### src/rtl/shifter_pkg.sv
// Shared definitions for the barrel shifter: opcode encoding and fixed widths.
package shifter_pkg;

   typedef enum logic [1:0] {
      SRL = 2'b00,
      SRA = 2'b01,
      SLL = 2'b10,
      ROR = 2'b11
   } shift_op_e;

   localparam int unsigned SHIFTER_WIDTH = 32;
   localparam int unsigned SHAMT_W       = 5;

endpackage

### src/rtl/shifter_stage.sv
// One barrel-shifter stage: shifts data by DIST bits when en_i is set, otherwise passes it through.
module shifter_stage
   import shifter_pkg::*;
#(
   parameter int WIDTH = 32,
   parameter int DIST  = 1
) (
   input  logic [WIDTH-1:0] data_i,
   input  shift_op_e        op_i,
   input  logic             fill_i,
   input  logic             en_i,
   output logic [WIDTH-1:0] data_o
);

   logic [WIDTH-1:0] shifted;

   // Right shifts share one path; the caller sets fill_i to the sign bit only for SRA.
   always_comb begin
      shifted = data_i;
      case (op_i)
         SRL, SRA: shifted = {{DIST{fill_i}}, data_i[WIDTH-1:DIST]};
         SLL:      shifted = {data_i[WIDTH-1-DIST:0], {DIST{1'b0}}};
         ROR:      shifted = {data_i[DIST-1:0], data_i[WIDTH-1:DIST]};
         default:  shifted = data_i;
      endcase
   end

   assign data_o = en_i ? shifted : data_i;

endmodule

### src/rtl/shifter.sv
// 32-bit logarithmic barrel shifter with a single registered output stage.
module shifter
   import shifter_pkg::*;
#(
   parameter int WIDTH = 32
) (
   input  logic               clk,
   input  logic               rst,
   input  logic [WIDTH-1:0]   in,
   input  logic [1:0]         shiftop,
   input  logic [SHAMT_W-1:0] shiftamt,
   input  logic               valid_in,
   output logic [WIDTH-1:0]   result,
   output logic               valid_out
);

   shift_op_e        op;
   logic             fill;
   logic [WIDTH-1:0] stage_data [0:SHAMT_W];
   logic [WIDTH-1:0] result_d, result_q;
   logic             valid_d, valid_q;

   assign op            = shift_op_e'(shiftop);
   assign fill          = (op == SRA) & in[WIDTH-1];
   assign stage_data[0] = in;

   for (genvar k = 0; k < SHAMT_W; k++) begin : g_stage
      shifter_stage #(
         .WIDTH (WIDTH),
         .DIST  (1 << k)
      ) u_stage (
         .data_i (stage_data[k]),
         .op_i   (op),
         .fill_i (fill),
         .en_i   (shiftamt[k]),
         .data_o (stage_data[k+1])
      );
   end

   always_comb begin
      result_d = result_q;
      valid_d  = 1'b0;
      if (valid_in) begin
         result_d = stage_data[SHAMT_W];
         valid_d  = 1'b1;
      end
   end

   always_ff @(posedge clk) begin
      if (rst) begin
         result_q <= '0;
         valid_q  <= 1'b0;
      end else begin
         result_q <= result_d;
         valid_q  <= valid_d;
      end
   end

   assign result    = result_q;
   assign valid_out = valid_q;

endmodule

### config.mk
export PLATFORM = sky130hd
export DESIGN_NAME = shifter
export DESIGN_NICKNAME = d
export VERILOG_FILES = /design/src/rtl/shifter_pkg.sv /design/src/rtl/shifter_stage.sv /design/src/rtl/shifter.sv
export SDC_FILE = /design/constraint.sdc
export NUM_CORES = 1
export LEC_CHECK = 0
export BUFFER_PORTS_ARGS = -buffer_cell sky130_fd_sc_hd__buf_2
export CAP_MARGIN = 30
export CORE_AREA = 2 2 113 115
export CTS_BUF_LIST = sky130_fd_sc_hd__clkbuf_8
export CTS_CLUSTER_SIZE = 40
export DETAILED_ROUTE_END_ITERATION = 7
export DIE_AREA = 0 0 115 117
export PLACE_DENSITY = 0.74
export SLEW_MARGIN = 25
export SYNTH_ARGS = -nofsm -noshare
export SYNTH_HDL_FRONTEND = slang
export SYNTH_SLANG_ARGS = --single-unit
### constraint.sdc
create_clock -name clk -period 1.96 [get_ports clk]
set_input_delay 0.196 -clock clk [delete_from_list [all_inputs] [get_ports clk]]
set_output_delay 0.196 -clock clk [all_outputs]
set_load 0.005 [all_outputs]
Word-level counts from Yosys, hierarchy flattened
Cells that the tools add are included.
Widths: inputs -> output; s select.

operators by class
  add/subtract/negate cells = 0
  divide/modulo/power cells = 0
  multipliers = 0
  equality and inequality tests = 3
  reductions and logical operators = 2
  bitwise logic cells = 1
  magnitude comparators = 0
  shift operators = 0
  mux-type cells = 11

operator list
  operator            count
  $pmux 32 s3         5
  $mux 32             5
  $eq 2x2->1 const B  2
  $eq 2x1->1 const B  1
  $logic_not 2->1     1
  $reduce_or 2->1     1
  $and 1x1->1         1
  $mux 1              1

word-level totals
  flip-flop bits (word level) = 33
  memories kept = 0
  ROM bits = 0
  bits in latches = 0
  word-level logic and storage cells = 19
  bits in writable memories = 0

Depth between registers and ports, before layout
Gate-level depths: netlist of run 1.

  depth after elaboration = 12
  mapped depth = 12
  mapped depth without buffers = 7

Hierarchy
From an unflattened synthesis of run 1, not the netlist that was laid out.

unflattened totals
  cell total of the unflattened synthesis = 772
  area, all modules = 5794.3 um^2

modules (own cells, without submodules)
  module                              cells each  times used  area an instance (um^2)
  shifter                             108         1           1209.9
  shifter_stage (g_stage[1].u_stage)  146         1           1159.9
  shifter_stage (g_stage[0].u_stage)  149         1           1001.0
  shifter_stage (g_stage[2].u_stage)  141         1           987.2
  shifter_stage (g_stage[3].u_stage)  117         1           720.7
  shifter_stage (g_stage[4].u_stage)  111         1           715.7

Least setup slack after synthesis of run 1
No wires, ideal clock.

  kind = in2reg
  start point = input port shiftamt[0]
  end point = register result_q[0] (netlist: result[0])
  arrival time = 2.000 ns
  stages = 11
  path slack = -0.162 ns
  data required time = 1.838 ns
  buffers on the path = 4
  setup time = 0.122 ns
  cell sequence = buf_4 buf_6 buf_2 buf_6 mux2i_1 nor3_1 a311oi_1 nor2_1 a211oi_1 nor2_1 a221o_1

between the ends
  word-level cells in the longest chain between the ends = 9

ends and longest elaborated chain
  item                    RTL line             RTL
  start: declaration      shifter.sv:11        input logic [SHAMT_W-1:0] shiftamt,
  $mux 32 *               shifter_stage.sv:28  assign data_o = en_i ? shifted : data_i;
  $pmux 32 s3             shifter_stage.sv:20  case (op_i)
  $mux 32 *               shifter_stage.sv:28
  $pmux 32 s3             shifter_stage.sv:20
  $mux 32 *               shifter_stage.sv:28
  $pmux 32 s3             shifter_stage.sv:20
  $mux 32 *               shifter_stage.sv:28
  $pmux 32 s3             shifter_stage.sv:20
  $mux 32 *               shifter_stage.sv:28
  end signal: assignment  shifter.sv:54        result_q <= result_d;
  end: declaration        shifter.sv:20        logic [WIDTH-1:0] result_d, result_q;

Mark *: on every way between the ends. The rest lies on a longest branch, timed or not.
A chain may end at the register's enable or synchronous reset.

Final worst setup path of run 1
  start point = input port shiftop[0]
  end point = register result_q[9] (netlist: result[9])

between the ends
  word-level cells in the longest chain between the ends = 12
  elaborated cells between the ends (all ways) = 16
  those cells by class = eq/ne: 3; mux: 10; bitwise: 1; reduce/logical: 2

ends and longest elaborated chain
  item                                                  RTL line                            RTL
  start: declaration                                    shifter.sv:10                       input logic [1:0] shiftop,
  $eq 2x1->1 / $logic_not 2->1 (equally long branches)  shifter_stage.sv:20, shifter.sv:24
  $reduce_or 2->1                                       shifter_stage.sv:20
  $pmux 32 s3                                           shifter_stage.sv:20
  $mux 32                                               shifter_stage.sv:28
  $pmux 32 s3                                           shifter_stage.sv:20
  $mux 32                                               shifter_stage.sv:28
  $pmux 32 s3                                           shifter_stage.sv:20
  $mux 32                                               shifter_stage.sv:28
  $pmux 32 s3                                           shifter_stage.sv:20
  $mux 32                                               shifter_stage.sv:28
  $pmux 32 s3                                           shifter_stage.sv:20
  $mux 32 *                                             shifter_stage.sv:28

Marks and branches as above.

==> run metrics, run 1 <==
status finished, violations left; failing checks negative setup slack; Worst Path Required 2.12 ns; peak supply drop 253 µV; count of port buffers added during placement 74; CP max stage delay 0.57 ns; combinational share of power 0.655; switching power total 1.77 mW; largest net degree at the start of global routing 35; routed wire length 35.2 mm; Tcrit/Tclk final 1.09; Gate Count Post-Synth 854; Total GRT Usage 0.481; hold path startpoint rst; slowest cell on the critical path or4_4; clock share of power 0.162; CTS Buffer Depth 2; Max-slew headroom 0.621; Hold WC Path Type in2reg; FF-to-FF Start result[17]; Least-Margin Pin Slew 0.564 ns; gpl congestion 1.04; fin crit period 2.14 ns; first-pass GRT wire length 50.1 mm; Seq pwr share 0.183; Starting Density 0.508; commonest non-fill, non-tap cell in the layout buf_4; Pint 2.37 mW; critical path class in2reg; CTS tree done; Wirelength per Cell 27.3 µm; DR DRC count 0; vias in the first global route 8734; placed insts 1256; Post-Layout Cell Count 1290; RSZ-0062 raised after global routing yes; drt first pass iters 6; post-synth cell types 89; Die Ht 117 µm; Setup Skew 0 ns; final setup fails 29; Largest delay share family, worst path simple AND/OR/NAND/NOR gates; Startpoint Class input pin; root buffer cell clkbuf_8; MaxCap Viol Count 0; 1st-iter DRT viols 1632; number of CTS-inserted buffers 5; Switching Share 0.428; Final #Nets 1181; synthesized area 6260 µm²; cts hold-fix bufs 0; Synth Net Count 896; Reg clk slew, reported paths 0.07 ns; FF+latch count, synth 33; critical path, cell by cell buf_12 -> bufbuf_16 -> and3b_2 -> a211oi_2 -> nor3_1 -> or4_4 -> a31o_1 -> a32oi_1 -> a211oi_1; ys flop type dfxtp_1; # diodes 0; CTS sink count 33; CP Max Fanout 12; layout cell share with drive strength beyond 1 0.486; commonest cells after routing, fill and taps aside buf_4, nor2_1, buf_2; filler instances 811; worst setup margin -0.179 ns; Die Area 13500 µm²; H-tree levels 2; post-route ant nets 0; via/cell ratio 7.50; Static Leak 4.21 nW; io pins 75; Crit path arrival time 2.30 ns; WP buf/inv 2; final hold viol count 0; Max Fclk 468 MHz; Seq/Total Area, Yosys 0.106; crit path launch shiftop[0]; hpwl dp 24.4 mm; Rows 41; Yosys warnings 0; Die X 115 µm; worst skew pair latency 0.28 ns; asr flop ratio synth 0; GRT overflow 0; P&R area growth vs syn 56.8%; crit path capture type flip-flop; power density cells 422 nW/µm²; Core Area 12300 µm²; antenna violations before repair 0; vias post-DR 9671; placed instance area 8610 µm²; Final Slew Violations 0; final instance area 9820 µm²; Syn Area/Cell 7.33 µm²; number of synthesized flops with an enable pin 0
[worst paths after layout]
check                                  end  slack, ns  cells past startpoint
worst max-delay path             result[9]      -0.18                      9
worst min-delay path            result[21]       0.19                      2
worst max register to register  result[17]       1.02                      3
worst min register to register   result[8]       0.48                      1
[routing by layer]
metal  track usage  routed length, µm
met4         0.255               2960
met3         0.124               4940
met2         0.765              15100
met1         0.600              12300
met5             0                  0
[per-stage QoR]
step / hold slack [ns] / utilization / total power, mW / setup TNS [ns] / setup WS (ns)
after floorplan: 0.403 / - / 1.97 / -0.0802 / -0.0178
after global placement: 0.448 / 0.700 / 2.97 / -12.76 / -0.491
after detailed placement: 0.468 / 0.700 / 3.00 / -14.12 / -0.592
after CTS: 0.182 / 0.753 / 3.80 / -0.613 / -0.0920
after global routing: 0.193 / 0.797 / 4.24 / -3.95 / -0.218
final: 0.195 / 0.797 / 4.15 / -2.36 / -0.179
[power by group through the flow]
stage | combinational [mW] | sequential (mW) | clock (mW)
2_1_floorplan | 1.19 | 0.777 | 0
3_3_place_gp | 2.20 | 0.770 | 0
3_5_place_dp | 2.22 | 0.773 | 0
4_1_cts | 2.38 | 0.758 | 0.663
5_1_grt | 2.79 | 0.764 | 0.686
6_report | 2.72 | 0.759 | 0.672
[cell type report]
cell class,instances,area [µm²],area share
Clock buffer,6,82.6,0.00841
Clock inverter,2,33.8,0.00344
Inverter,16,62.6,0.00637
Multi-Input combinational cell,704,5700,0.581
Sequential cell,33,661,0.0673
Tap cell,150,188,0.0191
Timing Repair Buffer,379,3090,0.315
[kinds of logic (layout without fill, tap and decap cells)]
kind of cell           Yosys count  after routing  share of synthesized area
AOI/OAI and AO/OA              341            341                      0.410
and+or+nand+nor                300            301                      0.253
buffers and inverters          118            403                     0.0983
muxes                           62             62                      0.134
DFF                             33             33                      0.106
[registers in the layout, summed over array words and instances, names as in the netlist]
signal	count
valid_out	1
result	32
[cells in the mapped netlist (all sizes together), types with 5 or more instances]
library cell	number	share of area
nor2	90	0.055
nand2	67	0.040
a21oi	64	0.051
buf	61	0.064
o21ai	51	0.041
clkbuf	41	0.025
mux2i	34	0.054
a211oi	33	0.040
dfxtp	33	0.11
nor3	22	0.019
nor2b	19	0.019
inv	16	0.0096
mux4	16	0.058
nand3	16	0.013
a311oi	14	0.021
nor4bb	14	0.022
and3b	13	0.018
o31ai	13	0.016
a2111oi	12	0.027
mux2	12	0.022
nand2b	12	0.012
o21bai	12	0.014
a31oi	11	0.011
a22oi	10	0.012
o32ai	10	0.016
o22ai	9	0.0090
or3	9	0.0090
a221o	8	0.013
o211ai	8	0.0096
a21o	7	0.0084
o221ai	7	0.0098
o311ai	7	0.0098
a221oi	6	0.010
and2	6	0.0060
o2111ai	6	0.0084
a41oi	5	0.0082
nand4	5	0.0050
nor3b	5	0.0068
[timing repair]
item                       in CTS  in global routing
setup buffers                   9                 11
pin swaps                      22                 27
setup endpoints to repair      32                 32
gates cloned                    5                  2
resized for setup              74                 92
Note: power is estimated with default switching activity, not from simulation.
==> run 2: changes to the inputs <==
- ABC_AREA: unset -> 1
- CORE_AREA: 2 2 113 115 -> 2 2 98 100
- DIE_AREA: 0 0 115 117 -> 0 0 100 102
- PLACE_DENSITY: 0.74 -> 0.76
==> run 2 against run 1 <==
  * The run now ends clean
  * Register-to-register slack improved by 0.24 ns
  * Setup slack better by 0.37 ns
  * Critical path depth grew 8
  * Synthesized cell count is 2.8% higher
  * Sequential power is 0.9% lower
  * Critical path type unchanged
==> run metrics, run 2 <==
status finished clean (was finished, violations left); Final Slew Violations 0 (unchanged); CTS tree done (unchanged); 1st-iter DRT viols 564 (was 1632); via/cell ratio 5.92 (was 7.50); Die X 100 µm (was 115 µm); Rows 35 (was 41); DR DRC count 0 (unchanged); io pins 75 (unchanged); Total GRT Usage 0.313 (was 0.481); layout cell share with drive strength beyond 1 0.179 (was 0.486); Die Area 10200 µm² (was 13500 µm²); synth top area cells nand2_1, nand3_1, dfxtp_1, nand3_2, nor2_1 (was dfxtp_1, mux4_2, mux2i_1, nor2_1, a21oi_1); CP max stage delay 0.23 ns (was 0.57 ns); Die Ht 102 µm (was 117 µm); Static Leak 2.94 nW (was 4.21 nW); placed insts 1047 (was 1256); ys flop type dfxtp_1 (unchanged); commonest non-fill, non-tap cell in the layout nand2_1 (was buf_4); power density cells 501 nW/µm² (was 422 nW/µm²); final setup fails 0 (was 29); Hold WC Path Type in2reg (unchanged); Core Area 9110 µm² (was 12300 µm²); Pint 1.60 mW (was 2.37 mW); Yosys warnings 0 (unchanged); Switching Share 0.409 (was 0.428); CP Max Fanout 15 (was 12); combinational share of power 0.485 (was 0.655); worst skew pair latency 0.28 ns (about the same); Largest register FFs 32 (unchanged); filler instances 948 (was 811); critical path class in2reg (unchanged); cts repair resizes 0 (was 74); Largest delay share family, worst path simple AND/OR/NAND/NOR gates (unchanged); Worst Path Required 2.14 ns (was 2.12 ns); routed wire length 15.8 mm (was 35.2 mm); number of synthesized flops with an enable pin 0 (unchanged); Tcrit/Tclk final 0.904 (was 1.09); Synth Net Count 920 (was 896); Reg clk slew, reported paths 0.06 ns (was 0.07 ns); vias in the first global route 5535 (was 8734); root buffer cell clkbuf_8 (unchanged); switching power total 1.11 mW (was 1.77 mW); CTS Buffer Depth 2 (unchanged); slowest cell on the critical path buf_2 (was or4_4); Max Fclk 565 MHz (was 468 MHz); Setup Skew 0 ns (unchanged); Seq/Total Area, Yosys 0.142 (was 0.106); MaxCap Viol Count 0 (unchanged); Post-Layout Cell Count 1055 (was 1290); cts hold-fix bufs 0 (unchanged); largest net degree at the start of global routing 34 (was 35); GRT Max-Usage Layer met2 (unchanged); Seq pwr share 0.278 (was 0.183); met2 global-route usage 0.524 (was 0.765); first-pass GRT wire length 26.0 mm (was 50.1 mm); Final #Nets 985 (was 1181); post-CTS setup buffer count 0 (was 9); Max-slew headroom 0.553 (was 0.621); commonest cells after routing, fill and taps aside nand2_1, nand3_1, buf_2 (was buf_4, nor2_1, buf_2); final hold viol count 0 (unchanged); cell taking the most area after synthesis nand2_1 (was dfxtp_1); number of CTS-inserted buffers 5 (unchanged); crit path capture type flip-flop (unchanged); top post-synthesis cells by count nand2_1, nand3_1, nor2_1, inv_1, nand4_1 (was nor2_1, nand2_1, a21oi_1, o21ai_0, clkbuf_1); drt first pass iters 7 (was 6); post-synth cell types 27 (was 89); Syn Area/Cell 5.29 µm² (was 7.33 µm²); Wirelength per Cell 15.0 µm (was 27.3 µm); FF+latch count, synth 33 (unchanged); synthesized area 4640 µm² (was 6260 µm²); Starting Density 0.510 (was 0.508); asr flop ratio synth 0 (unchanged); critical path, cell by cell buf_2 -> inv_4 -> nor2_2 -> buf_12 -> nand2_1 -> nand3_1 -> nand3_1 -> nand3_1 -> nand2_1 -> nand3_1 -> nand2_1 -> nand3_1 -> nor2_1 -> nor2_1 -> nand2_1 -> nand2_1 -> inv_1 (was buf_12 -> bufbuf_16 -> and3b_2 -> a211oi_2 -> nor3_1 -> or4_4 -> a31o_1 -> a32oi_1 -> a211oi_1); gpl congestion 1.00 (was 1.04); vias post-DR 6244 (was 9671); fin crit period 1.77 ns (was 2.14 ns); final core utilization 0.593 (was 0.797); Crit path arrival time 1.95 ns (was 2.30 ns); peak supply drop 360 µV (was 253 µV); grt met3 use 0.0479 (was 0.124); RSZ-0062 raised after global routing no (was yes); H-tree levels 2 (unchanged); M1 GR Usage 0.411 (was 0.600); count of port buffers added during placement 74 (unchanged); most common cell in the netlist nand2_1 (was nor2_1); clock share of power 0.237 (was 0.162); hpwl dp 12.6 mm (was 24.4 mm); Least-Margin Pin Slew 0.670 ns (was 0.564 ns); Synth top area share 0.248 (was 0.106); antenna violations before repair 0 (unchanged); P&R area growth vs syn 16.4% (was 56.8%); post-route ant nets 0 (unchanged); GRT overflow 0 (unchanged); # diodes 0 (unchanged); Startpoint Class input pin (unchanged); CTS sink count 33 (unchanged); WP buf/inv 4 (was 2); Gate Count Post-Synth 878 (was 854)
## run 2: changes by cell type after synthesis, sizes merged, moves of 19 or more
cell	before	now
clkbuf	41	8
mux2i	34	0
nand2	67	313
a211oi	33	0
nand4	5	35
a21oi	64	28
nand3	16	247
nor2	90	64
inv	16	62
nor3	22	0
nor2b	19	0
## run 2: worst paths after layout
| kind | to | startpoint | cells after the start | slack [ns] |
|---|---|---|---|---|
| max | result[14] | shiftop[1] | 17 | 0.19 |
| max reg2reg | result[10] | result[10] | 3 | 1.26 |
| min reg2reg | result[24] | result[24] | 2 | 0.51 |
| min | valid_out | rst | 2 | 0.28 |
## run 2: logic make-up after synthesis
family	synth area share
flops	0.142
simple gates	0.665
buf+inv	0.115
compound gates	0.0776
## run 2: layout make-up
cell class                 instances  area, µm²  area share
inverter                          65        249      0.0461
sequential                        33        661       0.122
clock inverter                     2       33.8     0.00625
multi-input combinational        727       3450       0.639
clock buffer                       6       82.6      0.0153
tap                              111        139      0.0257
timing repair buffer             111        786       0.145
## run 2: stage by stage
step	setup WS [ns]	setup TNS (ns)	total power, mW	hold WS, ns	cell area, µm²
after detailed placement	-0.0295	-0.0403	2.04	0.496	5280
after CTS	0.252	0	2.69	0.287	5400
after global routing	0.00712	0	2.89	0.301	5400
after floorplan	0.283	0	1.64	0.344	4640
final	0.189	0	2.71	0.282	5400
after global placement	-0.0155	-0.0155	2.03	0.494	5280
## run 2: power by group through the flow
| stage | clock network (mW) | registers, mW | logic (mW) |
|---|---|---|---|
| 6_report | 0.642 | 0.752 | 1.31 |
| 5_1_grt | 0.678 | 0.758 | 1.46 |
| 4_1_cts | 0.650 | 0.753 | 1.28 |
| 3_5_place_dp | 0 | 0.767 | 1.28 |
| 3_3_place_gp | 0 | 0.766 | 1.27 |
| 2_1_floorplan | 0 | 0.772 | 0.869 |
## run 2: layer usage
layer,vias up,part of all wire
li1,3052,-
met1,2756,0.42
met2,383,0.46
met3,53,0.089
met4,0,0.036
met5,-,0
